### src/rtl/speed_pkg.sv
// ---------------------------------------------------------------------------
// speed_pkg
// Shared definitions for the speed-mode FSM and its consumers.
//   mode_t          : 2-bit speed mode encoding (2'b11 is unused/illegal)
//   DEF_*_DIV       : default tick dividers, in clk cycles per tick
//   DEF_CNT_W       : default counter width, holds max(DEF_*_DIV)-1
//   decode_mode()   : maps a raw 2-bit mode to mode_t, folding 2'b11 to SLOW
// ---------------------------------------------------------------------------
package speed_pkg;

  typedef enum logic [1:0] {
    SLOW   = 2'd0,
    FAST   = 2'd1,
    TURTLE = 2'd2
  } mode_t;

  localparam int DEF_SLOW_DIV   = 10_000_000;
  localparam int DEF_FAST_DIV   = 5_000_000;
  localparam int DEF_TURTLE_DIV = 20_000_000;
  localparam int DEF_CNT_W      = 25;

  function automatic mode_t decode_mode(input logic [1:0] raw);
    case (raw)
      2'd1:    return FAST;
      2'd2:    return TURTLE;
      default: return SLOW;
    endcase
  endfunction

endpackage

### src/rtl/tick_counter.sv
// ---------------------------------------------------------------------------
// tick_counter
// Generic free-running period counter with registered terminal strobe.
// Counts 0 .. period-1 while enabled, then wraps to 0 and raises o_term for
// one cycle. Holding i_enable low freezes the count; i_clear restarts it.
//
// Ports:
//   clk        in   clock
//   nrst       in   asynchronous active-low reset
//   i_period   in   CNT_W+1  cycles per strobe (>= 1)
//   i_enable   in   1 = count, 0 = hold
//   i_clear    in   synchronous restart, wins over enable
//   o_count    out  CNT_W    current count
//   o_term     out  one-cycle strobe on wrap
// ---------------------------------------------------------------------------
module tick_counter #(
  parameter int CNT_W = 25
) (
  input  logic             clk,
  input  logic             nrst,
  input  logic [CNT_W:0]   i_period,
  input  logic             i_enable,
  input  logic             i_clear,
  output logic [CNT_W-1:0] o_count,
  output logic             o_term
);

  logic [CNT_W-1:0] r_count;
  logic             r_term;
  logic [CNT_W:0]   w_count_inc;
  logic             w_at_term;

  // Comparing count+1 against the period with >= also catches a count that
  // is already past a shortened period, so it wraps instead of running on.
  assign w_count_inc = {1'b0, r_count} + (CNT_W+1)'(1);
  assign w_at_term   = (w_count_inc >= i_period);

  always_ff @(posedge clk or negedge nrst) begin
    if (!nrst) begin
      r_count <= '0;
      r_term  <= 1'b0;
    end else if (i_clear) begin
      r_count <= '0;
      r_term  <= 1'b0;
    end else if (i_enable) begin
      if (w_at_term) begin
        r_count <= '0;
        r_term  <= 1'b1;
      end else begin
        r_count <= w_count_inc[CNT_W-1:0];
        r_term  <= 1'b0;
      end
    end else begin
      r_term  <= 1'b0;
    end
  end

  assign o_count = r_count;
  assign o_term  = r_term;

endmodule

### src/rtl/speed_tick_gen.sv
// ---------------------------------------------------------------------------
// speed_tick_gen
// Turns the speed-mode FSM output into a one-cycle step strobe whose period
// follows the current mode. A change of mode restarts the period from zero
// and is reported with a one-cycle mode_chg pulse; the game logic advances
// exactly one step per tick.
//
// Build option SPEED_TICK_BOOST_EN: adds a boost input that halves the
// active period (floored at 1); a boost edge restarts the period like a
// mode change.
//
// Ports:
//   clk       in   clock
//   nrst      in   asynchronous active-low reset
//   mode      in   2      speed mode (speed_pkg::mode_t encoding)
//   enable    in   1 = run, 0 = pause (count holds)
//   boost     in   halve period (only with SPEED_TICK_BOOST_EN)
//   tick      out  one-cycle step strobe
//   mode_chg  out  one-cycle pulse after a mode (or boost) change
//   count     out  CNT_W  current position within the period
// ---------------------------------------------------------------------------
module speed_tick_gen
  import speed_pkg::*;
#(
  parameter int SLOW_DIV   = DEF_SLOW_DIV,
  parameter int FAST_DIV   = DEF_FAST_DIV,
  parameter int TURTLE_DIV = DEF_TURTLE_DIV,
  parameter int CNT_W      = DEF_CNT_W
) (
  input  logic             clk,
  input  logic             nrst,
  input  logic [1:0]       mode,
  input  logic             enable,
`ifdef SPEED_TICK_BOOST_EN
  input  logic             boost,
`endif
  output logic             tick,
  output logic             mode_chg,
  output logic [CNT_W-1:0] count
);

  // Raw copy (not decoded) so that entering or leaving 2'b11 still counts
  // as a change even though it decodes to the same period as SLOW.
  logic [1:0]     r_mode_q;
  logic           r_mode_chg;
  logic           w_change;
  logic [CNT_W:0] w_period_base;
  logic [CNT_W:0] w_period;

  always_ff @(posedge clk or negedge nrst) begin
    if (!nrst) begin
      r_mode_q <= SLOW;
    end else begin
      r_mode_q <= mode;
    end
  end

  always_comb begin
    w_period_base = (CNT_W+1)'(SLOW_DIV);
    case (decode_mode(r_mode_q))
      FAST:    w_period_base = (CNT_W+1)'(FAST_DIV);
      TURTLE:  w_period_base = (CNT_W+1)'(TURTLE_DIV);
      default: w_period_base = (CNT_W+1)'(SLOW_DIV);
    endcase
  end

`ifdef SPEED_TICK_BOOST_EN
  logic           r_boost_q;
  logic [CNT_W:0] w_period_half;

  always_ff @(posedge clk or negedge nrst) begin
    if (!nrst) begin
      r_boost_q <= 1'b0;
    end else begin
      r_boost_q <= boost;
    end
  end

  always_comb begin
    w_period_half = w_period_base >> 1;
    if (w_period_half == '0) begin
      w_period_half = (CNT_W+1)'(1);
    end
    w_period = r_boost_q ? w_period_half : w_period_base;
  end

  assign w_change = (mode != r_mode_q) || (boost != r_boost_q);
`else
  assign w_period = w_period_base;
  assign w_change = (mode != r_mode_q);
`endif

  always_ff @(posedge clk or negedge nrst) begin
    if (!nrst) begin
      r_mode_chg <= 1'b0;
    end else begin
      r_mode_chg <= w_change;
    end
  end

  // The change is seen combinationally against the registered copy and
  // used as the counter's clear, so the new period starts from 0 on the
  // same edge that raises mode_chg, and any pending stale tick is dropped.
  tick_counter #(
    .CNT_W (CNT_W)
  ) u_tick_counter (
    .clk      (clk),
    .nrst     (nrst),
    .i_period (w_period),
    .i_enable (enable),
    .i_clear  (w_change),
    .o_count  (count),
    .o_term   (tick)
  );

  assign mode_chg = r_mode_chg;

endmodule

### config.mk
export PLATFORM = sky130hd
export DESIGN_NAME = speed_tick_gen
export DESIGN_NICKNAME = d
export VERILOG_FILES = /design/src/rtl/speed_pkg.sv /design/src/rtl/tick_counter.sv /design/src/rtl/speed_tick_gen.sv
export SDC_FILE = /design/constraint.sdc
export NUM_CORES = 1
export LEC_CHECK = 0
export ABC_AREA = 1
export CAP_MARGIN = 25
export CORE_ASPECT_RATIO = 1.25
export CORE_MARGIN = 2
export CORE_UTILIZATION = 50
export CTS_CLUSTER_DIAMETER = 120
export CTS_CLUSTER_SIZE = 30
export DETAILED_ROUTE_END_ITERATION = 8
export GPL_ROUTABILITY_DRIVEN = 0
export GPL_TIMING_DRIVEN = 0
export HOLD_SLACK_MARGIN = 0.1
export PLACE_DENSITY_LB_ADDON = 0.3
export REMOVE_ABC_BUFFERS = 1
export SYNTH_ARGS = -nofsm -noshare
export SYNTH_HDL_FRONTEND = slang
export SYNTH_SLANG_ARGS = --single-unit
export TNS_END_PERCENT = 20
### constraint.sdc
create_clock -name clk -period 7.1 [get_ports clk]
set_input_delay 2.13 -clock clk [delete_from_list [all_inputs] [get_ports clk]]
set_output_delay 2.13 -clock clk [all_outputs]
set_load 0.01 [all_outputs]
## Word-level counts from Yosys, hierarchy flattened

Index checks and enable logic that the tools add are counted.

| storage, ports and cells | value |
|---|---|
| output and inout bits | 27 |
| bits of input ports | 5 |
| register bits | 29 |

| operators by class | value |
|---|---|
| reductions and logical operators | 1 |
| order comparisons | 1 |
| add/subtract/negate cells | 1 |
| mux-type cells | 8 |
| equal/unequal tests | 5 |

Operators by type and width:

| kind | number |
|---|---|
| 25-bit 2-to-1 mux | 3 |
| 25-bit case mux with 2 select lines | 1 |
| 25-bit by 1-bit adder with 26-bit output, second input constant | 1 |
| 26-bit by 25-bit greater-or-equal comparator with 1-bit output | 1 |
| 2-bit by 1-bit equality test with 1-bit output, second input constant | 2 |
| 2-bit equality test, second input constant | 2 |
| 2-bit case mux with 2 select lines | 1 |
| 1-bit 2-to-1 mux | 3 |
| 2-bit inequality test | 1 |
| 2-bit nonzero test | 1 |

## Logic depth before layout (Yosys ltp)

Gate-level depths: netlist (run 1).

| logic depth | value |
|---|---|
| depth after elaboration | 8 |
| gate-level depth with buffers | 25 |
| mapped depth without buffers | 24 |

## By module

From an unflattened synthesis (run 1), not the netlist that was laid out.

| second synthesis, totals | value |
|---|---|
| cells, all modules | 445 |
| area, all modules | 2765.2 um^2 |

By module, submodules not included:

| module | area an instance (um^2) | cells an instance | times used |
|---|---|---|---|
| tick_counter | 2590.0 | 426 | 1 |
| speed_tick_gen | 175.2 | 19 | 1 |

## Least setup slack after synthesis (run 1)

OpenSTA, ideal clock, no wires.

| timing path | value |
|---|---|
| kind | input port to flip-flop |
| start | in mode[0] |
| end | reg u_tick_counter.r_count[0] (netlist: u_tick_counter.o_count[0]) |
| path slack | 3.988 ns |
| data required time | 7.034 ns |
| cell stages on the path | 6 |
| arrival time | 3.046 ns |
| path through | xnor2_1 > nand2_1 > nor2_1 > clkbuf_1 > nand2_1 > nand2_1 |

| on the way | value |
|---|---|
| cells in the longest elaborated chain, start to end | 2 |
| elaborated cells between the ends (all ways) | 3 |

Ends and longest elaborated chain:

| what | line | RTL |
|---|---|---|
| from (decl) | speed_tick_gen.sv:32 | `input logic [1:0] mode,` |
| 2-bit inequality test * | speed_tick_gen.sv:90 | `assign w_change = (mode != r_mode_q);` |
| named net u_tick_counter.i_clear | tick_counter.sv:23 | `input logic i_clear,` |
| 25-bit 2-to-1 mux / 2-bit nonzero test (equally long branches) | -- |  |
| to (signal assigned) | tick_counter.sv:50 | `r_count <= w_count_inc[CNT_W-1:0];` |
| to (decl) | tick_counter.sv:28 | `logic [CNT_W-1:0] r_count;` |

Mark *: on every way through the listed nets, which the timed path passes. The rest lies on a longest branch.
A chain may end at the register's enable or synchronous reset.

## Worst setup path in the final report (run 1)

| timing path | value |
|---|---|
| start | in mode[0] |
| end | reg u_tick_counter.r_count[2] (netlist: u_tick_counter.o_count[2]) |

| on the way | value |
|---|---|
| cells in the longest elaborated chain, start to end | 2 |
| elaborated cells between the ends (all ways) | 3 |

Ends and longest elaborated chain:

| what | line |
|---|---|
| 2-bit inequality test * | speed_tick_gen.sv:90 |
| 25-bit 2-to-1 mux / 2-bit nonzero test (equally long branches) | -- |

Every way passes the cells marked *; elsewhere a longest branch is shown, timed or not.

==> summary.md, run 1 <==
| Metric | Value |
|---|---|
| Outcome | `completed` |
| Yosys warnings | `0` |
| Vias | `2,350` |
| Max Transition Viols Final | `0` |
| Bufs on Longest Clock Path | `2` |
| Fillcell total | `453` |
| Setup repair bufs after CTS | `0` |
| EDFF count, synth | `0` |
| Fin crit share | `49.3%` |
| Row count | `28` |
| Initial Util | `51.5%` |
| Ant diodes | `0` |
| Largest net degree at the start of global routing | `27` |
| Peak supply drop | `113 uV` |
| Clock Pin Slew Worst Setup and Hold Paths | `0.07 ns` |
| Crit Reg-Reg Startpoint | `u_tick_counter.o_count[0]` |
| Ys flop type | `dfrtp_1` |
| Crit path from | `mode[0]` |
| Sw Share | `25.5%` |
| CP peak stage delay | `0.49 ns` |
| Final nets | `432` |
| Fin Clk Skew | `0.00531 ns` |
| Critical path, cell by cell | `clkdlybuf4s50_1 -> xnor2_1 -> nand3_1 -> buf_6 -> nor3_1 -> nand2_1 -> nand2_1` |
| Share of cells above drive strength 1 | `5.17%` |
| Synth top area cells | `dfrtp_1 30%, nand2_1 23%, ha_1 11%` |
| Post-CTS Hold Buffers | `0` |
| Skew-Pair Late Insertion Delay | `0.29 ns` |
| Static Leak | `0.00162 uW` |
| Cell mode on critical path | `nand2_1` |
| DPL Wire Length | `4600 um` |
| Fraction of registers with async set or reset after synthesis | `100%` |
| Crit Path Class | `input port to register` |
| Clock buffer count from CTS | `5` |
| Routed length per placed instance | `12.7 um` |
| Worst Hold Class | `register to register` |
| Clock share of power | `42.9%` |
| Net switching power | `92.0 uW` |
| CP delay by family, top | `buffers and inverters` |
| Max Freq | `286 MHz` |
| Setup TNS Final | `0 ns` |
| DR pass1 iterations | `4` |
| Yosys reg bits | `29` |
| Total chip power | `361 uW` |
| Tightest Pin Transition | `0.718 ns` |
| WL final | `5930 um` |
| Most common library cells after synthesis | `146 x nand2_1, 51 x nor2_1, 49 x inv_1, 29 x dfrtp_1, 22 x ha_1` |
| Final cell count without fillers | `466` |
| Initial antenna violation count | `0` |
| Comb pwr share | `10.3%` |
| Total grt overflow | `0` |
| Die X | `66.2 um` |
| H-tree Lvls | `2` |
| Sequential Power Share | `46.8%` |
| Root buf cell | `clkbuf_8` |
| Yosys top cell by area | `dfrtp_1` |
| # resized after CTS | `0` |
| Number of global-route vias before repair | `2,272` |
| Cell Int Power | `269 uW` |
| Max cap viols | `0` |
| Port bufs | `31` |
| Core area | `0.00469 mm^2` |
| Num ports | `32` |
| Final Critical Period | `3.50 ns` |
| Placement Setup Slack | `2.88 ns` |
| CP Capture Type | `register` |
| Max-Slew Margin vs Limit | `52.0%` |
| P&R area growth vs syn | `20.9%` |
| Final setup viols | `0` |
| Syn avg cell area | `6.54 um^2` |
| Crit path DAT | `3.73 ns` |
| Worst Path Required | `7.33 ns` |
| Hold path start | `u_tick_counter.o_count[24]` |
| Chip height | `81.8 um` |
| TritonCTS clock tree | `done` |
| Cell count after synthesis | `370` |
| Post-route DRC | `0` |
| Antenna-violating nets left | `0` |
| GRT Util Overall | `24.2%` |
| Bufs and invs on worst path | `2` |
| Post-Syn Area | `0.00242 mm^2` |
| Drt first-iter violations | `135` |
| Worst setup margin | `3.60 ns` |
| Reg2reg end | `u_tick_counter.o_count[18]` |
| Global-route wire length before repair | `9960 um` |
| Vias/cell | `5.04` |
| Slowest cell on the critical path | `clkdlybuf4s50_1` |
| Hold EP | `u_tick_counter.o_count[24]` |
| Most frequent cell after synthesis | `nand2_1` |
| Post-synthesis sequential area ratio | `30.0%` |
| Die area | `0.00542 mm^2` |
| Hold Fails Final Rpt | `0` |
| Cell count of the worst hold path | `2` |
| RSZ-0062 raised after global routing | `false` |
| Startpoint types | `input port` |
| Worst Path Max Fanout | `17` |
| # placed instances | `457` |
| PD cells | `123 mW/mm^2` |
| Flop-to-flop setup slack | `3.81 ns` |
| Synth top area share | `30.0%` |
| Sink Count | `29` |
| R2R depth | `21` |
| Netlist cell types | `25` |
-- layout by cell type (no fill, tap or decap), drive strengths merged --
cell type      Yosys  final
a21o               3      3
a21oi              5      5
buf                2      3
clkbuf             4      7
clkdlybuf4s50      0     31
clkinv             0      1
dfrtp             29     29
ha                22     22
inv               50     50
nand2            148    148
nand3             15     15
nand3b             4      4
nand4              4      4
nor2              55     55
nor3               5      5
nor3b              1      1
nor4               3      3
o21ai              5      5
xnor2              6      6
xor2               9      9
-- worst max path at each step --
| stage | cells past startpoint | end | slack (ns) |
|---|---|---|---|
| finish | 7 | u_tick_counter.o_count[2] | 3.60 |
| detailed placement | 6 | u_tick_counter.o_count[17] | 2.88 |
| floorplan | 5 | u_tick_counter.o_count[0] | 3.71 |
| CTS | 6 | u_tick_counter.o_count[17] | 3.17 |
| global placement | 6 | u_tick_counter.o_count[22] | 2.67 |
| global route | 21 | u_tick_counter.o_count[0] | 3.41 |
-- through the flow --
step | cell area, um^2 | utilization [%] | hold slack, ns
final | 2930 | 62.3 | 0.579
after global routing | 2930 | 62.3 | 0.604
after CTS | 2910 | 62.1 | 0.581
after detailed placement | 2810 | 59.9 | 0.560
after global placement | 2770 | 59.0 | 0.552
after floorplan | 2380 | - | 0.543
-- worst min-delay path, delay by kind of cell (launching register included) --
kind	cells	cell delay (ns)
flops	1	0.42
simple gates	2	0.13
-- state kept, by name, summed over array words and instances, names as in the netlist --
name and count:
u_tick_counter.o_count 25, r_mode_q 2, mode_chg 1, u_tick_counter.o_term 1
-- cells by family (layout without fill, tap and decap cells) --
group / after synthesis / after routing / share of synthesized area [%]
simple gates: 235 / 235 / 40.7
xor+xnor: 15 / 15 / 5.43
buf+inv: 56 / 92 / 9.31
fa+ha+maj: 22 / 22 / 11.4
flops: 29 / 29 / 30.0
compound gates: 13 / 13 / 3.15
-- metal layers --
metal  vias up  track usage (%)  share of wire [%]
li1       1214                -                  -
met1      1079             27.7                 43
met2        44             43.7                 51
met3        13             4.66                3.8
met4         0             9.80                2.3
met5         -                0                  0
-- power by group through the flow --
stage | combinational [uW] | clock (uW) | sequential (uW)
3_5_place_dp | 36.4 | 0 | 172
3_3_place_gp | 32.0 | 0 | 172
2_1_floorplan | 18.0 | 0 | 172
5_1_grt | 41.5 | 164 | 169
6_report | 37.1 | 155 | 169
4_1_cts | 36.6 | 158 | 169
-- final cells by class --
cell class / count / area [um^2] / share of cell area (%)
clock buffer: 7 / 96.3 / 3.29
clock inverter: 1 / 5.00 / 0.171
inverter: 50 / 188 / 6.42
multi-input combinational: 285 / 1470 / 50.3
sequential: 29 / 726 / 24.8
tap: 60 / 75.1 / 2.57
timing repair buffer: 34 / 364 / 12.4
(Power assumes the default switching activity.)
==> run 2, diff against run 1 <==
==> constraint.sdc (replaced) <==
create_clock -name clk -period 3.29 [get_ports clk]
set_input_delay 0.987 -clock clk [delete_from_list [all_inputs] [get_ports clk]]
set_output_delay 0.987 -clock clk [all_outputs]
set_load 0.01 [all_outputs]
==> summary.md, run 2 (same netlist as run 1, synthesis figures left out) <==
| Metric | Value |
|---|---|
| Sink Count | `29` |
| Worst Path Required | `3.48 ns` |
| Worst Path Max Fanout | `13` |
| Fillcell total | `427` |
| Ant diodes | `0` |
| WL final | `6460 um` |
| Max-Slew Margin vs Limit | `51.7%` |
| Hold Fails Final Rpt | `0` |
| Initial antenna violation count | `0` |
| Crit path DAT | `3.28 ns` |
| Tightest Pin Transition | `0.722 ns` |
| Post-route DRC | `0` |
| Worst Setup EP | `u_tick_counter.o_count[20]` |
| Root buf cell | `clkbuf_8` |
| Placed Area | `0.00281 mm^2` |
| DR pass1 iterations | `4` |
| GRT Util Overall | `24.2%` |
| Routed length per placed instance | `13.7 um` |
| Die area | `0.00542 mm^2` |
| Final setup viols | `0` |
| Share of cells above drive strength 1 | `10.7%` |
| PD cells | `259 mW/mm^2` |
| Most common cell after layout, fill and taps aside | `nand2_1` |
| Die X | `66.2 um` |
| Total chip power | `791 uW` |
| DPL Wire Length | `4600 um` |
| Max Freq | `323 MHz` |
| Clock buffer count from CTS | `5` |
| Largest net degree at the start of global routing | `27` |
| Global-route wire length before repair | `9960 um` |
| Outcome | `completed` |
| Port bufs | `31` |
| Post-route cell area | `0.00305 mm^2` |
| Row count | `28` |
| TritonCTS clock tree | `done` |
| Final Critical Period | `3.10 ns` |
| Most frequent cells in the layout | `144 x nand2_1, 49 x inv_1, 46 x nor2_1` |
| P&R area growth vs syn | `26.2%` |
| Bufs on Longest Clock Path | `2` |
| Crit Reg-Reg Startpoint | `u_tick_counter.o_count[2]` |
| Post-CTS Hold Buffers | `0` |
| Initial Util | `51.5%` |
| Vias | `2,423` |
| Max FFs per register | `25` |
| Worst Hold Class | `register to register` |
| Reg2reg end | `u_tick_counter.o_count[20]` |
| Skew-Pair Late Insertion Delay | `0.29 ns` |
| R2R depth | `21` |
| Final nets | `438` |
| Max Transition Viols Final | `0` |
| Peak supply drop | `244 uV` |
| Total grt overflow | `0` |
| Vias/cell | `5.13` |
| Max cap viols | `0` |
| Antenna-violating nets left | `0` |
| Setup TNS Final | `0 ns` |
| Drt first-iter violations | `144` |
| Static Leak | `0.00164 uW` |
| Chip height | `81.8 um` |
| Crit Path Class | `register to register` |
| Clock Pin Slew Worst Setup and Hold Paths | `0.07 ns` |
| Num ports | `32` |
| Fin crit share | `94.2%` |
| Flop-to-flop setup slack | `0.19 ns` |
| Startpoint types | `register` |
| Fin Clk Skew | `0.00662 ns` |
| Crit path from | `u_tick_counter.o_count[2]` |
| Core area | `0.00469 mm^2` |
| CP Capture Type | `register` |
| Number of global-route vias before repair | `2,272` |
| H-tree Lvls | `2` |
## run 2: metal layers
metal / global-route usage, % / vias to the layer above / wire (um)
met5: 0 / - / 0
met4: 9.80 / 0 / 161
met3: 4.66 / 16 / 305
met2: 43.7 / 54 / 3330
met1: 27.7 / 1124 / 2670
li1: - / 1229 / -
## run 2: how the worst min path moves through the flow
stage,start,cells past startpoint,end,slack (ns)
floorplan,r_mode_q[1],2,mode_chg,0.54
finish,u_tick_counter.o_count[2],2,u_tick_counter.o_count[2],0.56
detailed placement,u_tick_counter.o_count[1],2,u_tick_counter.o_count[1],0.56
CTS,u_tick_counter.o_count[24],2,u_tick_counter.o_count[24],0.58
global route,u_tick_counter.o_count[6],2,u_tick_counter.o_count[6],0.60
global placement,u_tick_counter.o_count[2],2,u_tick_counter.o_count[2],0.55
## run 2: area by class of cell
type	count	area, um^2	share of cell area [%]
multi-input cells	286	1560	50.9
clock buffers	7	96.3	3.16
clock inverters	1	5.00	0.164
repair buffers	39	402	13.2
well taps	60	75.1	2.46
inverters	50	188	6.15
flip-flops and latches	29	732	24.0
## run 2: power by group
part           total [uW]  switching (uW)  internal [uW]
sequential            365            4.05            360
combinational        86.8            53.1           33.7
clock                 340             151            189
## run 2: metrics by stage
step	hold WS, ns	setup WS, ns	cells	utilization [%]
3_5_place_dp	0.560	0.0449	457	59.9
2_1_floorplan	0.543	0.548	364	-
5_1_grt	0.596	-0.0584	472	65.0
3_3_place_gp	0.552	0.00694	455	59.0
6_report	0.562	0.191	472	65.0
4_1_cts	0.581	0.0270	465	62.1
## run 2: worst max-delay path, cell delays in order (launching register included)
cell and delay [ns]:
dfrtp_2 0.41, nand2_1 0.12, nor2_4 0.16, nand3b_4 0.13, inv_1 0.10, nand2_1 0.10
nor2_2 0.15, nand3_1 0.11, xor2_1 0.21, inv_1 0.07, ha_1 0.30, nand2_1 0.07
nor2_2 0.13, nand3b_1 0.09, nor2_1 0.10, nand3b_1 0.12, nor2_1 0.13, nor2_1 0.07
nand2_2 0.19, nand2_8 0.13, nand2_1 0.08, nand2_1 0.05
## run 2: repair_timing
| action | CTS | global route |
|---|---|---|
| endpoints found under the hold margin | 0 | 0 |
| endpoints found under the setup margin | 0 | 26 |
| setup buffers | 0 | 5 |
| resized for setup | 0 | 22 |
